==> src/rtl/dcsc_pkg.sv <==
// Shared types and helpers for the DCC/DCS clock changeover controller.
package dcsc_pkg;

  typedef enum logic [2:0] {
    ST_IDLE,
    ST_GATE_OFF,
    ST_SWITCH,
    ST_SETTLE,
    ST_GATE_ON,
    ST_DONE
  } dcsc_state_t;

  localparam logic DCSC_BR0 = 1'b0;
  localparam logic DCSC_BR1 = 1'b1;

  // Width needed to hold the larger of the two wait lengths.
  function automatic int dcsc_timer_w(input int gate_cycles, input int settle_cycles);
    int max_c;
    int w;
    max_c = (gate_cycles > settle_cycles) ? gate_cycles : settle_cycles;
    w = $clog2(max_c + 1);
    return (w < 1) ? 1 : w;
  endfunction

endpackage

==> src/rtl/dcsc_wait_timer.sv <==
// Loadable down-counter used for both the gate-off and settle waits.
// expired is high on the last cycle of a loaded wait, so a load of N
// keeps the controller in the waiting state for exactly N cycles.
module dcsc_wait_timer #(
  parameter int W = 3
) (
  input  logic         clk,
  input  logic         rst,
  input  logic         load,
  input  logic [W-1:0] load_value,
  output logic         expired
);

  logic [W-1:0] count_reg;

  // Load takes priority; otherwise count down and rest at zero.
  always_ff @(posedge clk) begin
    if (rst) begin
      count_reg <= '0;
    end else if (load) begin
      count_reg <= load_value;
    end else if (count_reg != '0) begin
      count_reg <= count_reg - 1'b1;
    end
  end

  assign expired = (count_reg <= W'(1));

endmodule

==> src/rtl/dcs_switch_ctrl.sv <==
// Glitch-free changeover sequencer for two DCC-gated clock branches feeding a DCS.
// Optional feature macro: DCSC_SWCOUNT_EN adds the saturating sw_count output.
// All outputs are registered from the next-state decode, so they change in the
// same cycle the state they belong to becomes current.
module dcs_switch_ctrl
  import dcsc_pkg::*;
#(
  parameter int GATE_CYCLES   = 4,
  parameter int SETTLE_CYCLES = 2,
  parameter int CNT_W         = 16
) (
  input  logic             clk,
  input  logic             rst,
  input  logic             req_valid,
  input  logic             req_sel,
  output logic             req_ready,
  output logic             done,
  output logic             busy,
  output logic             cur_sel,
  output logic             dcc_ce0,
  output logic             dcc_ce1,
  output logic             dcs_sel
`ifdef DCSC_SWCOUNT_EN
  ,
  output logic [CNT_W-1:0] sw_count
`endif
);

  localparam int TW = dcsc_timer_w(GATE_CYCLES, SETTLE_CYCLES);

  // A zero-length wait would let the select move with a CE still high.
  generate
    if (GATE_CYCLES < 1 || SETTLE_CYCLES < 1) begin : g_bad_param
      $error("dcs_switch_ctrl: GATE_CYCLES and SETTLE_CYCLES must be >= 1");
    end
  endgenerate

  dcsc_state_t state_reg, state_next;
  logic        target_reg, target_next;
  logic        timer_load;
  logic [TW-1:0] timer_value;
  logic        timer_expired;

  logic req_ready_reg, done_reg, busy_reg, cur_sel_reg;
  logic ce0_reg, ce1_reg, dcs_sel_reg;
  logic req_ready_next, done_next, busy_next, cur_sel_next;
  logic ce0_next, ce1_next, dcs_sel_next;

  dcsc_wait_timer #(.W(TW)) u_timer (
    .clk        (clk),
    .rst        (rst),
    .load       (timer_load),
    .load_value (timer_value),
    .expired    (timer_expired)
  );

  // State, latched target and registered outputs.
  always_ff @(posedge clk) begin
    if (rst) begin
      state_reg     <= ST_IDLE;
      target_reg    <= DCSC_BR0;
      req_ready_reg <= 1'b1;
      done_reg      <= 1'b0;
      busy_reg      <= 1'b0;
      cur_sel_reg   <= DCSC_BR0;
      ce0_reg       <= 1'b1;
      ce1_reg       <= 1'b0;
      dcs_sel_reg   <= DCSC_BR0;
    end else begin
      state_reg     <= state_next;
      target_reg    <= target_next;
      req_ready_reg <= req_ready_next;
      done_reg      <= done_next;
      busy_reg      <= busy_next;
      cur_sel_reg   <= cur_sel_next;
      ce0_reg       <= ce0_next;
      ce1_reg       <= ce1_next;
      dcs_sel_reg   <= dcs_sel_next;
    end
  end

  // Next-state sequencing and timer control; requests are only seen in IDLE.
  always_comb begin
    state_next  = state_reg;
    target_next = target_reg;
    timer_load  = 1'b0;
    timer_value = '0;
    case (state_reg)
      ST_IDLE: begin
        if (req_valid) begin
          target_next = req_sel;
          if (req_sel == cur_sel_reg) begin
            state_next = ST_DONE;
          end else begin
            state_next  = ST_GATE_OFF;
            timer_load  = 1'b1;
            timer_value = TW'(GATE_CYCLES);
          end
        end
      end
      ST_GATE_OFF: begin
        if (timer_expired) state_next = ST_SWITCH;
      end
      ST_SWITCH: begin
        state_next  = ST_SETTLE;
        timer_load  = 1'b1;
        timer_value = TW'(SETTLE_CYCLES);
      end
      ST_SETTLE: begin
        if (timer_expired) state_next = ST_GATE_ON;
      end
      ST_GATE_ON: state_next = ST_DONE;
      ST_DONE:    state_next = ST_IDLE;
      default:    state_next = ST_IDLE;
    endcase
  end

  // Output decode from the state being entered; CEs/select hold otherwise.
  always_comb begin
    req_ready_next = (state_next == ST_IDLE);
    busy_next      = (state_next != ST_IDLE);
    done_next      = (state_next == ST_DONE);
    cur_sel_next   = cur_sel_reg;
    ce0_next       = ce0_reg;
    ce1_next       = ce1_reg;
    dcs_sel_next   = dcs_sel_reg;
    case (state_next)
      ST_GATE_OFF: begin
        ce0_next = 1'b0;
        ce1_next = 1'b0;
      end
      ST_SWITCH: dcs_sel_next = target_next;
      ST_GATE_ON: begin
        ce0_next     = (target_next == DCSC_BR0);
        ce1_next     = (target_next == DCSC_BR1);
        cur_sel_next = target_next;
      end
      default: ;
    endcase
  end

`ifdef DCSC_SWCOUNT_EN
  logic [CNT_W-1:0] sw_count_reg;

  // Count real switches as the new branch is enabled, saturating at all-ones.
  always_ff @(posedge clk) begin
    if (rst) begin
      sw_count_reg <= '0;
    end else if (state_next == ST_GATE_ON && sw_count_reg != '1) begin
      sw_count_reg <= sw_count_reg + 1'b1;
    end
  end

  assign sw_count = sw_count_reg;
`endif

  assign req_ready = req_ready_reg;
  assign done      = done_reg;
  assign busy      = busy_reg;
  assign cur_sel   = cur_sel_reg;
  assign dcc_ce0   = ce0_reg;
  assign dcc_ce1   = ce1_reg;
  assign dcs_sel   = dcs_sel_reg;

endmodule

==> config.mk <==
export PLATFORM = sky130hd
export DESIGN_NAME = dcs_switch_ctrl
export DESIGN_NICKNAME = d
export VERILOG_FILES = /design/src/rtl/dcsc_pkg.sv /design/src/rtl/dcsc_wait_timer.sv /design/src/rtl/dcs_switch_ctrl.sv
export SDC_FILE = /design/constraint.sdc
export NUM_CORES = 1
export LEC_CHECK = 0
export ABC_CLOCK_PERIOD_IN_PS = 2200
export CAP_MARGIN = 25
export CELL_PAD_IN_SITES_DETAIL_PLACEMENT = 1
export CELL_PAD_IN_SITES_GLOBAL_PLACEMENT = 1
export CORE_MARGIN = 3
export CORE_UTILIZATION = 38
export CTS_CLUSTER_SIZE = 14
export DETAILED_ROUTE_END_ITERATION = 10
export HOLD_SLACK_MARGIN = 0.12
export PLACE_DENSITY = 0.76
export SLEW_MARGIN = 20
export SYNTH_ARGS = -nofsm -noshare
export SYNTH_HDL_FRONTEND = slang
export SYNTH_SLANG_ARGS = --single-unit
==> constraint.sdc <==
create_clock -name clk -period 2.2 [get_ports clk]
set_input_delay 0.44 -clock clk [delete_from_list [all_inputs] [get_ports clk]]
set_output_delay 0.44 -clock clk [all_outputs]
set_load 0.03 [all_outputs]
Word-level counts from Yosys, hierarchy flattened

Cells that the tools add are included.

Register bits: 14
Input port bits: 4
Output and inout bits: 7
Word-level logic and storage cells: 45

Add/sub/neg operators: 1
Order comparisons: 1
Equal/unequal tests: 9
Mux-type cells: 17
Bitwise logic cells: 1
Reductions and logical operators: 6

Operator list:

| operator                                                        | count |
|---|---|
| two-way mux 3 bit                                               | 8 |
| one-hot mux 3 bit (5 select lines)                              | 1 |
| == test 3 x 2 -> 1 bit (second input constant)                  | 3 |
| == test 3 bit (second input constant)                           | 3 |
| == test 3 x 1 -> 1 bit (second input constant)                  | 2 |
| logical NOT 3 bit                                               | 2 |
| one-hot mux 1 bit (2 select lines)                              | 3 |
| one-hot mux 3 bit (2 select lines)                              | 1 |
| nonzero test 3 bit                                              | 2 |
| two-way mux 1 bit                                               | 4 |
| nonzero test 2 bit                                              | 2 |
| less-or-equal comparator 3 x 1 -> 1 bit (second input constant) | 1 |
| subtractor 3 x 1 -> 3 bit (second input constant)               | 1 |
| == test 1 bit                                                   | 1 |
| NOT 1 bit                                                       | 1 |

Longest topological paths before layout

Gate-level depths: netlist of the first run.

Depth in word-level cells: 6
Mapped depth: 7
Depth with buffers taken out: 6

Modules after synthesis

From an unflattened synthesis of the first run, not the netlist that was laid out.

Cell total of the unflattened synthesis: 81
Area total of the unflattened synthesis: 726.9 um2

By module, submodules not included:

| module          | instances | cells an instance | area an instance (um2) | seq. area each (um2) |
|---|---|---|---|---|
| dcs_switch_ctrl | 1         | 57                | 498.0                  | 220.2 |
| dcsc_wait_timer | 1         | 24                | 229.0                  | 60.1 |

Worst setup path before layout of the first run

OpenSTA, ideal clock, no wires.

Kind: register to register
From: register u_timer.count_reg[1]
To: register ce1_reg (netlist: dcc_ce1)
Setup time: 0.132 ns
Arrival: 1.407 ns
Required time: 2.068 ns
Slack: 0.661 ns
Stages on the path, launching flop included: 8
Path buffers: 1
Clock period less this slack: 1.539 ns
Cell sequence: dfxtp_1 inv_1 ha_1 o21bai_1 and3b_1 buf_2 o311ai_0 a21oi_1

Cells in the longest elaborated chain, start to end: 5
Elaborated cells between the ends (all ways): 8
Those cells by class: order compare (1); eq/ne (2); mux (4); reduce/logical (1)

RTL lines:

| what                                                                     | line                                           | RTL |
|---|---|---|
| from (decl)                                                              | dcsc_wait_timer.sv:14                          | `logic [W-1:0] count_reg;` |
| from (signal assigned)                                                   | dcsc_wait_timer.sv:21                          | `count_reg <= load_value;` |
| from (signal assigned)                                                   | dcsc_wait_timer.sv:23                          | `count_reg <= count_reg - 1'b1;` |
| less-or-equal comparator 3 x 1 -> 1 bit *                                | dcsc_wait_timer.sv:27                          | `assign expired = (count_reg <= W'(1));` |
| two-way mux 3 bit (on tied branches)                                     | dcs_switch_ctrl.sv:110, dcs_switch_ctrl.sv:102 |  |
| one-hot mux 3 bit (5 select lines) *                                     | dcs_switch_ctrl.sv:88                          | `case (state_reg)` |
| == test 3 bit or == test 3 x 1 -> 1 bit (tied branches)                  | dcs_switch_ctrl.sv:127                         | `case (state_next)` |
| one-hot mux 1 bit (2 select lines) or nonzero test 2 bit (tied branches) | n/a                                            |  |
| to (signal assigned)                                                     | dcs_switch_ctrl.sv:77                          | `ce1_reg <= ce1_next;` |
| to (decl)                                                                | dcs_switch_ctrl.sv:45                          | `logic ce0_reg, ce1_reg, dcs_sel_reg;` |

Every way passes the cells marked *; elsewhere a longest branch is shown, timed or not.
A chain may end at the register's enable or synchronous reset.

Worst setup path after layout of the first run

From: register cur_sel_reg (netlist: cur_sel)
To: output port cur_sel

RTL lines:

| what                   | line                  | RTL |
|---|---|---|
| from (decl)            | dcs_switch_ctrl.sv:44 | `logic req_ready_reg, done_reg, busy_reg, cur_sel_reg;` |
| from (signal assigned) | dcs_switch_ctrl.sv:75 | `cur_sel_reg <= cur_sel_next;` |
| to (decl)              | dcs_switch_ctrl.sv:19 | `output logic cur_sel,` |

No word-level cell between the ends.

==> implementation parameters, run 1 <==
Parameter                              Value

Clock network
  Number of CTS-inserted buffers    3
  Root Driver    clkbuf_4
  Number of buffers inserted for hold repair after clock tree synthesis    0
  Htree depth    1
  Clock insertion delay at the later pin of the skew report    about 290 ps
  Post-CTS Resized    0
  Largest buffer count on any clock path    2
  Clock-pin transition on the worst setup and hold timing paths    80 ps
  TritonCTS clock tree    done
  Post-CTS setup buffer count    0
  Number of sinks driven by the clock tree    14

Global routing
  GR Util met1    17.3%
  Global-route wire length before repair    2700 um
  All-layer global routing usage    15.6%
  Global-route met2 utilization    24.3%
  Vias in the first global route    just under 600
  Gr ovfl total    0
  Number of antenna violations at the first check in global routing    0
  GR Layer Usage met3    6.75%
  Highest-utilization routing layer at the global route stage    met2
  Largest net degree at the start of global routing    12

Critical path
  Data arrival at the endpoint of the critical path    1350 ps
  Number of cell instances on the worst register-to-register path    6
  Family with the most delay on the worst path    buffers and inverters
  Kind of end point of the critical path    output port
  Number of buffers and inverters on the critical path    1
  CP max-delay cell    clkdlybuf4s50_1
  Worst R2R Setup Slack    440 ps
  Slowest stage delay, CP    690 ps
  Worst reg2reg endpoint    dcc_ce1
  Cell-by-cell trace of the critical path    clkdlybuf4s50_1
  Kind of critical path    flop to output port
  Crit Path Max Fanout    3
  CP Launch Type    flop
  Origin of the critical flop-to-flop path    u_timer.count_reg[1]
  CP Data Required Time    1760 ps

Timing
  Total negative setup slack    0 ps
  Post-layout minimum cycle time    around 1800 ps
  Period utilisation layout    81.3%
  Max Transition Viols Final    0
  RSZ-0062 raised after global routing    false
  Setup Viol. Count Final    0
  Final worst clock skew    roughly 12 ps
  Final worst setup slack    412 ps
  Worst slew margin    73.1%
  Hold violation count in the final report    0
  Fmax achieved    approximately 560 MHz
  Worst-Margin Slew    402 ps

Die
  Boundary pin count    11
  FP Rows    14
  Placeable core region    approximately 0.0016 mm^2
  Initial cell density of the core    between 40% and 50%
  Die Span X    roughly 48 um
  Die ar.    0.00235 mm^2
  Vert. Die Dim    48.5 um

Synth
  Asr flop ratio synth    0%
  Cell accounting for the most synthesized area    dfxtp_1
  Number of distinct standard cells referenced by the synthesized netlist    30
  Total of warnings raised by yosys    0
  Number of synthesized flops with an enable pin    0
  Synth area leaders    dfxtp_1 (41%), ha_1 (5.5%), nor2_1 (4.9%), a21oi_1 (4.4%), nor4b_4 (3.5%)
  Most repeated cell in the gate-level netlist after synthesis    dfxtp_1
  Register bit count reported by yosys    14
  Average size of a mapped cell    9.02 um^2
  Leading cell types by count after synthesis    dfxtp_1 (14), nor2_1 (9), a21oi_1 (6), inv_1 (6)
  Net count of the mapped netlist    slightly above 80
  Cells after Synth    76
  Share of the synthesized area in the top cell type    between 40% and 50%
  Sequential-to-total area share from yosys stat    approximately 41%
  Post-Synthesis Cell Area    just under 700 um^2
  Most used flip-flop cell after synthesis    dfxtp_1

Detailed routing
  Iteration-0 DRC count of the detailed router    1
  DRC violation count after routing    0
  Number of iterations in the first detailed-routing pass    2
  Detail Route Antenna Nets    0
  Wirelength, routed    1540 um
  Total via count after detailed routing    554
  Routed WL per cell    14.1 um
  Drt via density    5.08

Place
  I/O Buffers    10
  Placed Instances    105
  Sum of net half-perimeters after detailed placement    1120 um
  Post-placement worst setup slack    153 ps
  Final weighted congestion in routability-driven placement    0.707

Power and ir drop
  Pwr dens    1360 mW/mm^2
  Peak supply drop    0.679 mV
  Static Leakage    0.337 nW

Min path
  Hold-critical path endpoint    cur_sel
  Count of cells along the worst hold path    2
  Hold WC Path Type    flop to flop
  Hold Crit Start    cur_sel

Cells and area
  Number of fill cells in the layout    190
  Final cell count without fillers    109
  Fraction of final layout cells with drive strength greater than 1    8.24%
  Final nets    93
  Final core utilization    51.2%
  Total inserted antenna cells    0
  Relative area change from synthesis to final layout    19.0%

Job
  Max-cap viol count    0

Status
  Outcome    complete, no violations
-- cell families after synthesis --
group | after synthesis | share of synthesized area (%)
simple gates | 26 | 21.9
compound gates | 16 | 14.8
flops | 14 | 40.9
buf+inv | 11 | 8.58
xor+xnor | 3 | 3.83
mux | 3 | 4.56
fa+ha+maj | 3 | 5.48
-- worst max-delay path by stage --
stage,start,endpoint,cells past startpoint
after floorplan,u_timer.count_reg[1],dcc_ce1,7
after global placement,req_valid,cur_sel,5
after detailed placement,req_valid,cur_sel,5
after CTS,cur_sel,cur_sel,1
after global routing,cur_sel,cur_sel,1
final,cur_sel,cur_sel,1
-- cells in the final DEF (no fill, tap or decap), drive strengths merged, types with 2 or more instances in the layout --
master | netlist | final
clkdlybuf4s50 | 0 | 10
clkbuf | 1 | 4
ha | 3 | 3
nand2 | 4 | 4
a21oi | 6 | 6
xnor2 | 2 | 2
nor3 | 4 | 4
o21ai | 4 | 4
inv | 6 | 6
nor2 | 9 | 9
mux2i | 2 | 2
dfxtp | 14 | 14
-- power by group --
group	switching (W)	internal, W	total (W)
Combinational	0.000271	0.000223	0.000495
Clock	0.0000925	0.000101	0.000193
Sequential	0.0000919	0.000329	0.000421
Total	0.000456	0.000654	0.00111
-- routing by layer --
layer  up-vias  routed length [um]
li1        275                   -
met1       263                 739
met5         -                   0
met4         0                  42
met2        11                 688
met3         5                  67
-- cell type report --
cell class / count / area, um^2 / area share [%]
inverter: 6 / 22.5 / 2.76
clock buffer: 4 / 36.3 / 4.45
tap: 24 / 30.0 / 3.68
timing repair buffer: 10 / 100 / 12.3
multi-input combinational: 51 / 347 / 42.5
sequential: 14 / 280 / 34.4
-- stage by stage --
stage          cell area, um^2  hold slack, ps  total power (W)
6_report                   816             491          0.00111
5_1_grt                    816             525          0.00121
4_1_cts                    816             495          0.00112
3_5_place_dp               779             481         0.000924
3_3_place_gp               779             460         0.000900
2_1_floorplan              686             488         0.000802
No activity file was read; power rests on OpenSTA's default activity.
==> run 2: changes to the inputs <==
- ABC_CLOCK_PERIOD_IN_PS: 2200 -> 1450
- CORE_UTILIZATION: 38 -> 34
- PLACE_DENSITY: 0.76 -> 0.72
- clock period: 2.2 -> 1.45 ns (I/O delays scaled with it)
==> run 2 against run 1 <==
  * The run now ends with setup timing left
  * Sequential power up 47%
  * Global-route usage up 0.88 points
  * Count of clock-buffer cells in the layout down 1
  * Combinational power rose to 2.7 times the previous value
  * Sequential cell count unchanged
  * Critical endpoint is now state_reg[1]
==> implementation parameters, run 2 (synthesized netlist as in run 1, its figures left out) <==
Parameter                              Value

Status
  Outcome    finished with violations (was complete, no violations)
  Failing checks    setup timing

Clock network
  Number of sinks driven by the clock tree    14 (unchanged)
  Clock-pin transition on the worst setup and hold timing paths    80 ps (about the same)
  Clock insertion delay at the later pin of the skew report    270 ps (was 290 ps)
  Number of buffers inserted for hold repair after clock tree synthesis    0 (unchanged)
  Root Driver    clkbuf_4 (unchanged)
  TritonCTS clock tree    done (unchanged)
  Htree depth    1 (unchanged)
  Largest buffer count on any clock path    2 (unchanged)
  Number of CTS-inserted buffers    3 (unchanged)

Critical path
  Number of buffers and inverters on the critical path    3 (was 1)
  Launch point of the critical path    u_timer.count_reg[1] (was cur_sel)
  Worst R2R Setup Slack    -70 ps (was 440 ps)
  Number of cell instances on the worst register-to-register path    8 (was 6)
  Slowest stage delay, CP    340 ps (was 690 ps)
  Cell-by-cell trace of the critical path    inv_2 > ha_4 > o21bai_4 > and3b_2 > buf_12 > buf_6 > xnor2_2 > nor3_2 (was clkdlybuf4s50_1)
  Critical path depth in cells    8 (was 1)
  CP Data Required Time    1650 ps (was 1760 ps)
  Origin of the critical flop-to-flop path    u_timer.count_reg[1] (unchanged)
  End of the critical path    state_reg[1] (was cur_sel)
  Family with the most delay on the worst path    simple AND/OR/NAND/NOR gates (was buffers and inverters)
  Data arrival at the endpoint of the critical path    1720 ps (was 1350 ps)
  Worst reg2reg endpoint    state_reg[1] (was dcc_ce1)
  Crit Path Max Fanout    6 (was 3)
  CP Launch Type    flop (unchanged)
  Kind of end point of the critical path    flop (was output port)
  CP max-delay cell    dfxtp_2 (was clkdlybuf4s50_1)
  Kind of critical path    flop to flop (was flop to output port)

Die
  Placeable core region    0.00182 mm^2 (was 0.00159 mm^2)
  Die ar.    0.00259 mm^2 (was 0.00235 mm^2)
  Die Span X    50.9 um (was 48.5 um)
  Boundary pin count    11 (unchanged)
  FP Rows    15 (was 14)
  Vert. Die Dim    50.9 um (was 48.5 um)
  Initial cell density of the core    37.7% (was 43.0%)

Timing
  Hold violation count in the final report    0 (unchanged)
  Final worst clock skew    2.96 ps (was 11.7 ps)
  Max Transition Viols Final    0 (unchanged)
  Setup Viol. Count Final    4 (was 0)
  Period utilisation layout    105%
  Post-layout minimum cycle time    between 1500 and 2000 ps
  Worst slack on hold paths    459 ps (was 491 ps)
  Worst-Margin Slew    438 ps (was 402 ps)
  Fmax achieved    659 MHz
  RSZ-0062 raised after global routing    true (was false)
  Final worst setup slack    -67.8 ps (was 412 ps)
  Worst slew margin    70.7% (was 73.1%)

Global routing
  Number of antenna violations at the first check in global routing    0 (unchanged)
  All-layer global routing usage    16.4% (was 15.6%)
  Gr ovfl total    0 (unchanged)
  Global-route wire length before repair    3220 um (was 2700 um)
  Largest net degree at the start of global routing    10 (was 12)
  Vias in the first global route    722 (was 592)

Detailed routing
  Routed WL per cell    15.8 um (was 14.1 um)
  DRC violation count after routing    0 (unchanged)
  Total via count after detailed routing    651 (was 554)
  Wirelength, routed    2040 um (was 1540 um)
  Iteration-0 DRC count of the detailed router    13 (was 1)
  Drt via density    5.05 (was 5.08)
  Detail Route Antenna Nets    0 (unchanged)
  Number of iterations in the first detailed-routing pass    4 (was 2)

Min path
  Hold WC Path Type    flop to flop (unchanged)

Cells and area
  Sequential cell area    285 um^2 (was 280 um^2)
  Commonest non-fill, non-tap cell in the layout    buf_4 (was dfxtp_1)
  Number of fill cells in the layout    211 (was 190)
  Relative area change from synthesis to final layout    56.9% (was 19.0%)
  Fraction of final layout cells with drive strength greater than 1    44.2% (was 8.24%)
  Most frequent cells in the layout    buf_4 (17), dfxtp_1 (10), nor2_1 (9) (was dfxtp_1 (14), clkdlybuf4s50_1 (10), nor2_1 (9))
  Area of all placed cells without fillers    0.00108 mm^2 (was 816 um^2)
  Total area of multi-input combinational cells    454 um^2 (was 347 um^2)
  Total inserted antenna cells    0 (unchanged)
  Final nets    113 (was 93)
  Final cell count without fillers    129 (was 109)

Place
  Placed Instances    120 (was 105)
  I/O Buffers    10 (unchanged)
  Sum of net half-perimeters after detailed placement    1240 um (was 1120 um)
  Final weighted congestion in routability-driven placement    0.779 (was 0.707)
  Cell area after placement    887 um^2 (was 779 um^2)

Power and ir drop
  Peak supply drop    0.993 mV (was 0.679 mV)
  Pwr dens    1990 mW/mm^2 (was 1360 mW/mm^2)
  Static Leakage    0.476 nW (was 0.337 nW)

Job
  Max-cap viol count    0 (unchanged)
==> run 2: changes by cell type in the layout (fill, tap and decap cells not counted), moves of 4 or more <==
cell / delta
dlygate4sd2_1: +8
clkdlybuf4s50_1: -8
buf_4: +17
dfxtp_2: +4
dfxtp_1: -4
==> run 2: routing by layer <==
layer	GRT usage, %	up-vias	part of all wire [%]
met5	0	-	0
met4	4.93	0	1.5
met3	5.54	4	3.4
met2	29.4	15	52
met1	18.2	318	43
li1	-	314	-
==> run 2: metrics by stage <==
stage | utilization (%) | power, W | setup slack, ps | TNS, ps
after floorplan | - | 0.00124 | 11.1 | 0
after global placement | 48.7 | 0.00152 | -254 | -1390
after detailed placement | 48.7 | 0.00155 | -298 | -1670
after CTS | 55.1 | 0.00194 | -65.9 | -179
after global routing | 59.1 | 0.00232 | -139 | -624
final | 59.1 | 0.00215 | -67.8 | -198
==> run 2: how the worst min path moves through the flow <==
stage          startpoint       to  slack [ps]  cells past startpoint
6_report          dcc_ce0  dcc_ce0         460                      2
5_1_grt           dcc_ce0  dcc_ce0         500                      2
4_1_cts           dcc_ce0  dcc_ce0         460                      2
3_5_place_dp      dcc_ce0  dcc_ce0         470                      2
3_3_place_gp      dcc_ce0  dcc_ce0         460                      2
2_1_floorplan         rst  dcc_ce0         400                      2
==> run 2: power breakdown <==
part | internal (W) | leakage (nW) | switching, W
Sequential | 0.000508 | 0.117 | 0.000111
Clock | 0.0000962 | 0.0138 | 0.000113
Combinational | 0.000662 | 0.346 | 0.000655
==> run 2: cell type report <==
type	instances	area share, %
inverters	6	2.09
well taps	25	2.91
flip-flops and latches	14	26.5
multi-input cells	51	42.2
repair buffers	30	24.2
clock buffers	3	2.09
==> run 2: worst reg2reg max path: stages, from the launching register on <==
cell,delay (ps)
dfxtp_2,340
inv_2,50
ha_4,140
o21bai_4,160
and3b_2,220
buf_12,140
buf_6,110
xnor2_2,120
nor3_2,160
==> run 2: repair_timing <==
item	in CTS	in global routing
gates resized for setup	20	14
gates cloned	0	0
pin swaps	7	7
endpoints found under the setup margin	13	9
buffers inserted	5	3
==> run 3: changes to the inputs <==
- GPL_TIMING_DRIVEN: unset -> 0
==> run 3 against run 2 <==
  * The flow still finishes with violations (setup timing)
  * Clock skew is 1.1 ps higher
  * Die area is the same
  * Clock power increased by 5%
  * Sequential cell count unchanged
  * Routed wire length down 14%
  * Critical path depth down 1
  * Setup slack worse by 11 ps
  * Cell area decreased by 14%
  * Core utilization down 8.1 points
  * Count of clock-buffer cells in the layout did not move
  * Power shrank 16%
  * Worst hold slack improved by 25 ps
  * Highest routed layer unchanged
  * Critical endpoint is now dcc_ce1
==> implementation parameters, run 3 (synthesized netlist as in run 1, its figures left out) <==
Parameter                              Value

Place
  Sum of net half-perimeters after detailed placement    1090 um (was 1240 um)
  Cell area after placement    825 um^2 (was 887 um^2)
  Final weighted congestion in routability-driven placement    0.743 (was 0.779)
  Placed Instances    111 (was 120)
  I/O Buffers    10 (unchanged)

Cells and area
  Most frequent cells in the layout    dfxtp_1 (11), nor2_1 (9), dlygate4sd2_1 (8) (was buf_4 (17), dfxtp_1 (10), nor2_1 (9))
  Final core utilization    51.0% (was 59.1%)
  Final nets    103 (was 113)
  Sequential cell area    287 um^2 (was 285 um^2)
  Area of all placed cells without fillers    928 um^2 (was 0.00108 mm^2)
  Total inserted antenna cells    0 (unchanged)
  Fraction of final layout cells with drive strength greater than 1    25.5% (was 44.2%)
  Total area of multi-input combinational cells    394 um^2 (was 454 um^2)
  Relative area change from synthesis to final layout    35.4% (was 56.9%)
  Number of fill cells in the layout    216 (was 211)
  Commonest non-fill, non-tap cell in the layout    dfxtp_1 (was buf_4)
  Final cell count without fillers    119 (was 129)

Global routing
  Largest net degree at the start of global routing    11 (was 10)
  Gr ovfl total    0 (unchanged)
  Vias in the first global route    626 (was 722)
  GR Layer Usage met3    2.92% (was 5.54%)
  GR Util met1    20.3% (was 18.2%)
  Highest-utilization routing layer at the global route stage    met2 (unchanged)
  Global-route met2 utilization    27.3% (was 29.4%)
  All-layer global routing usage    16.2% (was 16.4%)
  Number of antenna violations at the first check in global routing    0 (unchanged)
  Global-route wire length before repair    3040 um (was 3220 um)

Die
  Initial cell density of the core    37.7% (unchanged)
  Boundary pin count    11 (unchanged)
  Placeable core region    0.00182 mm^2 (unchanged)
  FP Rows    15 (unchanged)
  Die Span X    50.9 um (unchanged)
  Die ar.    0.00259 mm^2 (unchanged)
  Vert. Die Dim    50.9 um (unchanged)

Timing
  Hold violation count in the final report    0 (unchanged)
  Final worst setup slack    -78.4 ps (was -67.8 ps)
  Setup Viol. Count Final    4 (unchanged)
  RSZ-0062 raised after global routing    true (unchanged)
  Post-layout minimum cycle time    1530 ps (was 1520 ps)
  Worst slew margin    69.9% (was 70.7%)
  Final worst clock skew    4.03 ps (was 2.96 ps)
  Period utilisation layout    105% (about the same)
  Worst-Margin Slew    451 ps (was 438 ps)
  Max Transition Viols Final    0 (unchanged)
  Fmax achieved    654 MHz (was 659 MHz)
  Total negative setup slack    -175 ps (was -198 ps)

Critical path
  CP Launch Type    flop (unchanged)
  Launch point of the critical path    u_timer.count_reg[1] (unchanged)
  Worst R2R Setup Slack    -80 ps (was -70 ps)
  Data arrival at the endpoint of the critical path    1680 ps (was 1720 ps)
  End of the critical path    dcc_ce1 (was state_reg[1])
  Kind of critical path    flop to flop (unchanged)
  CP Data Required Time    1600 ps (was 1650 ps)
  Number of cell instances on the worst register-to-register path    7 (was 8)
  Crit Path Max Fanout    8 (was 6)
  Kind of end point of the critical path    flop (unchanged)
  Origin of the critical flop-to-flop path    u_timer.count_reg[1] (unchanged)
  Worst reg2reg endpoint    dcc_ce1 (was state_reg[1])

Detailed routing
  Drt via density    5.12 (was 5.05)
  Routed WL per cell    14.8 um (was 15.8 um)
  Detail Route Antenna Nets    0 (unchanged)
  Wirelength, routed    1760 um (was 2040 um)
  Iteration-0 DRC count of the detailed router    8 (was 13)
  Total via count after detailed routing    609 (was 651)
  DRC violation count after routing    0 (unchanged)
  Number of iterations in the first detailed-routing pass    3 (was 4)

Clock network
  Largest buffer count on any clock path    2 (unchanged)
  Number of buffers inserted for hold repair after clock tree synthesis    0 (unchanged)
  TritonCTS clock tree    done (unchanged)
  Clock-pin transition on the worst setup and hold timing paths    90 ps (was 80 ps)
  Root Driver    clkbuf_4 (unchanged)
  Clock insertion delay at the later pin of the skew report    280 ps (was 270 ps)
  Htree depth    1 (unchanged)
  Number of CTS-inserted buffers    3 (unchanged)
  Number of sinks driven by the clock tree    14 (unchanged)

Power and ir drop
  Static Leakage    0.404 nW (was 0.476 nW)
  Total chip power    0.00180 W (was 0.00215 W)
  Pwr dens    1940 mW/mm^2 (was 1990 mW/mm^2)
  Peak supply drop    0.895 mV (was 0.993 mV)

Status
  Failing checks    setup timing (unchanged)
  Outcome    finished with violations (unchanged)

Job
  Max-cap viol count    0 (unchanged)

Min path
  Hold WC Path Type    flop to flop (unchanged)
-- run 3: cell types whose count changed in the layout (fill, tap and decap cells not counted), moves of 2 or more --
cell     previous run  this run
nor3_2              2         0
inv_2               2         0
dfxtp_2             4         2
xnor2_2             2         0
nor3_1              2         4
xnor2_1             0         2
buf_4              17         7
-- run 3: report_power, final --
group	internal (W)	leakage [nW]	switching [W]
Clock	0.0000962	0.0138	0.000124
Sequential	0.000510	0.117	0.000104
Combinational	0.000437	0.274	0.000530
-- run 3: layer usage --
metal	wire length [um]	vias to the layer above
met2	885	10
li1	-	296
met5	0	-
met3	52	2
met1	804	301
met4	14	0
-- run 3: worst min path at each step --
stage | startpoint | end | slack [ps] | cells after the start
3_5_place_dp | dcc_ce0 | dcc_ce0 | 470 | 2
6_report | dcc_ce0 | dcc_ce0 | 480 | 2
5_1_grt | cur_sel | cur_sel | 530 | 2
3_3_place_gp | dcc_ce0 | dcc_ce0 | 450 | 2
4_1_cts | dcc_ce0 | dcc_ce0 | 490 | 2
2_1_floorplan | rst | dcc_ce0 | 400 | 2
-- run 3: per-stage QoR --
step | hold slack [ps] | worst slack, ps
after floorplan | 398 | 11.1
after global placement | 453 | -484
after detailed placement | 467 | -495
after CTS | 488 | -68.3
after global routing | 527 | -148
final | 484 | -78.4
-- run 3: critical path: stages, from the launching register on --
cell and delay [ps]:
dfxtp_2 360, inv_4 50, ha_4 140, o21bai_4 160, and3b_1 170, buf_6 140
o311ai_4 270, a21oi_1 110
-- run 3: repair_timing --
action,CTS,global route
resized for setup,14,7
setup endpoints to repair,12,9
buffers inserted,5,1
pin swaps,3,3
-- run 3: area by class of cell --
class                           count  share of cell area (%)
Clock buffer                        3                    2.43
Buffer                              4                    3.64
Tap cell                           25                    3.37
Multi-Input combinational cell     51                    42.5
Sequential cell                    14                    30.9
Timing Repair Buffer               16                    14.6
Inverter                            6                    2.70
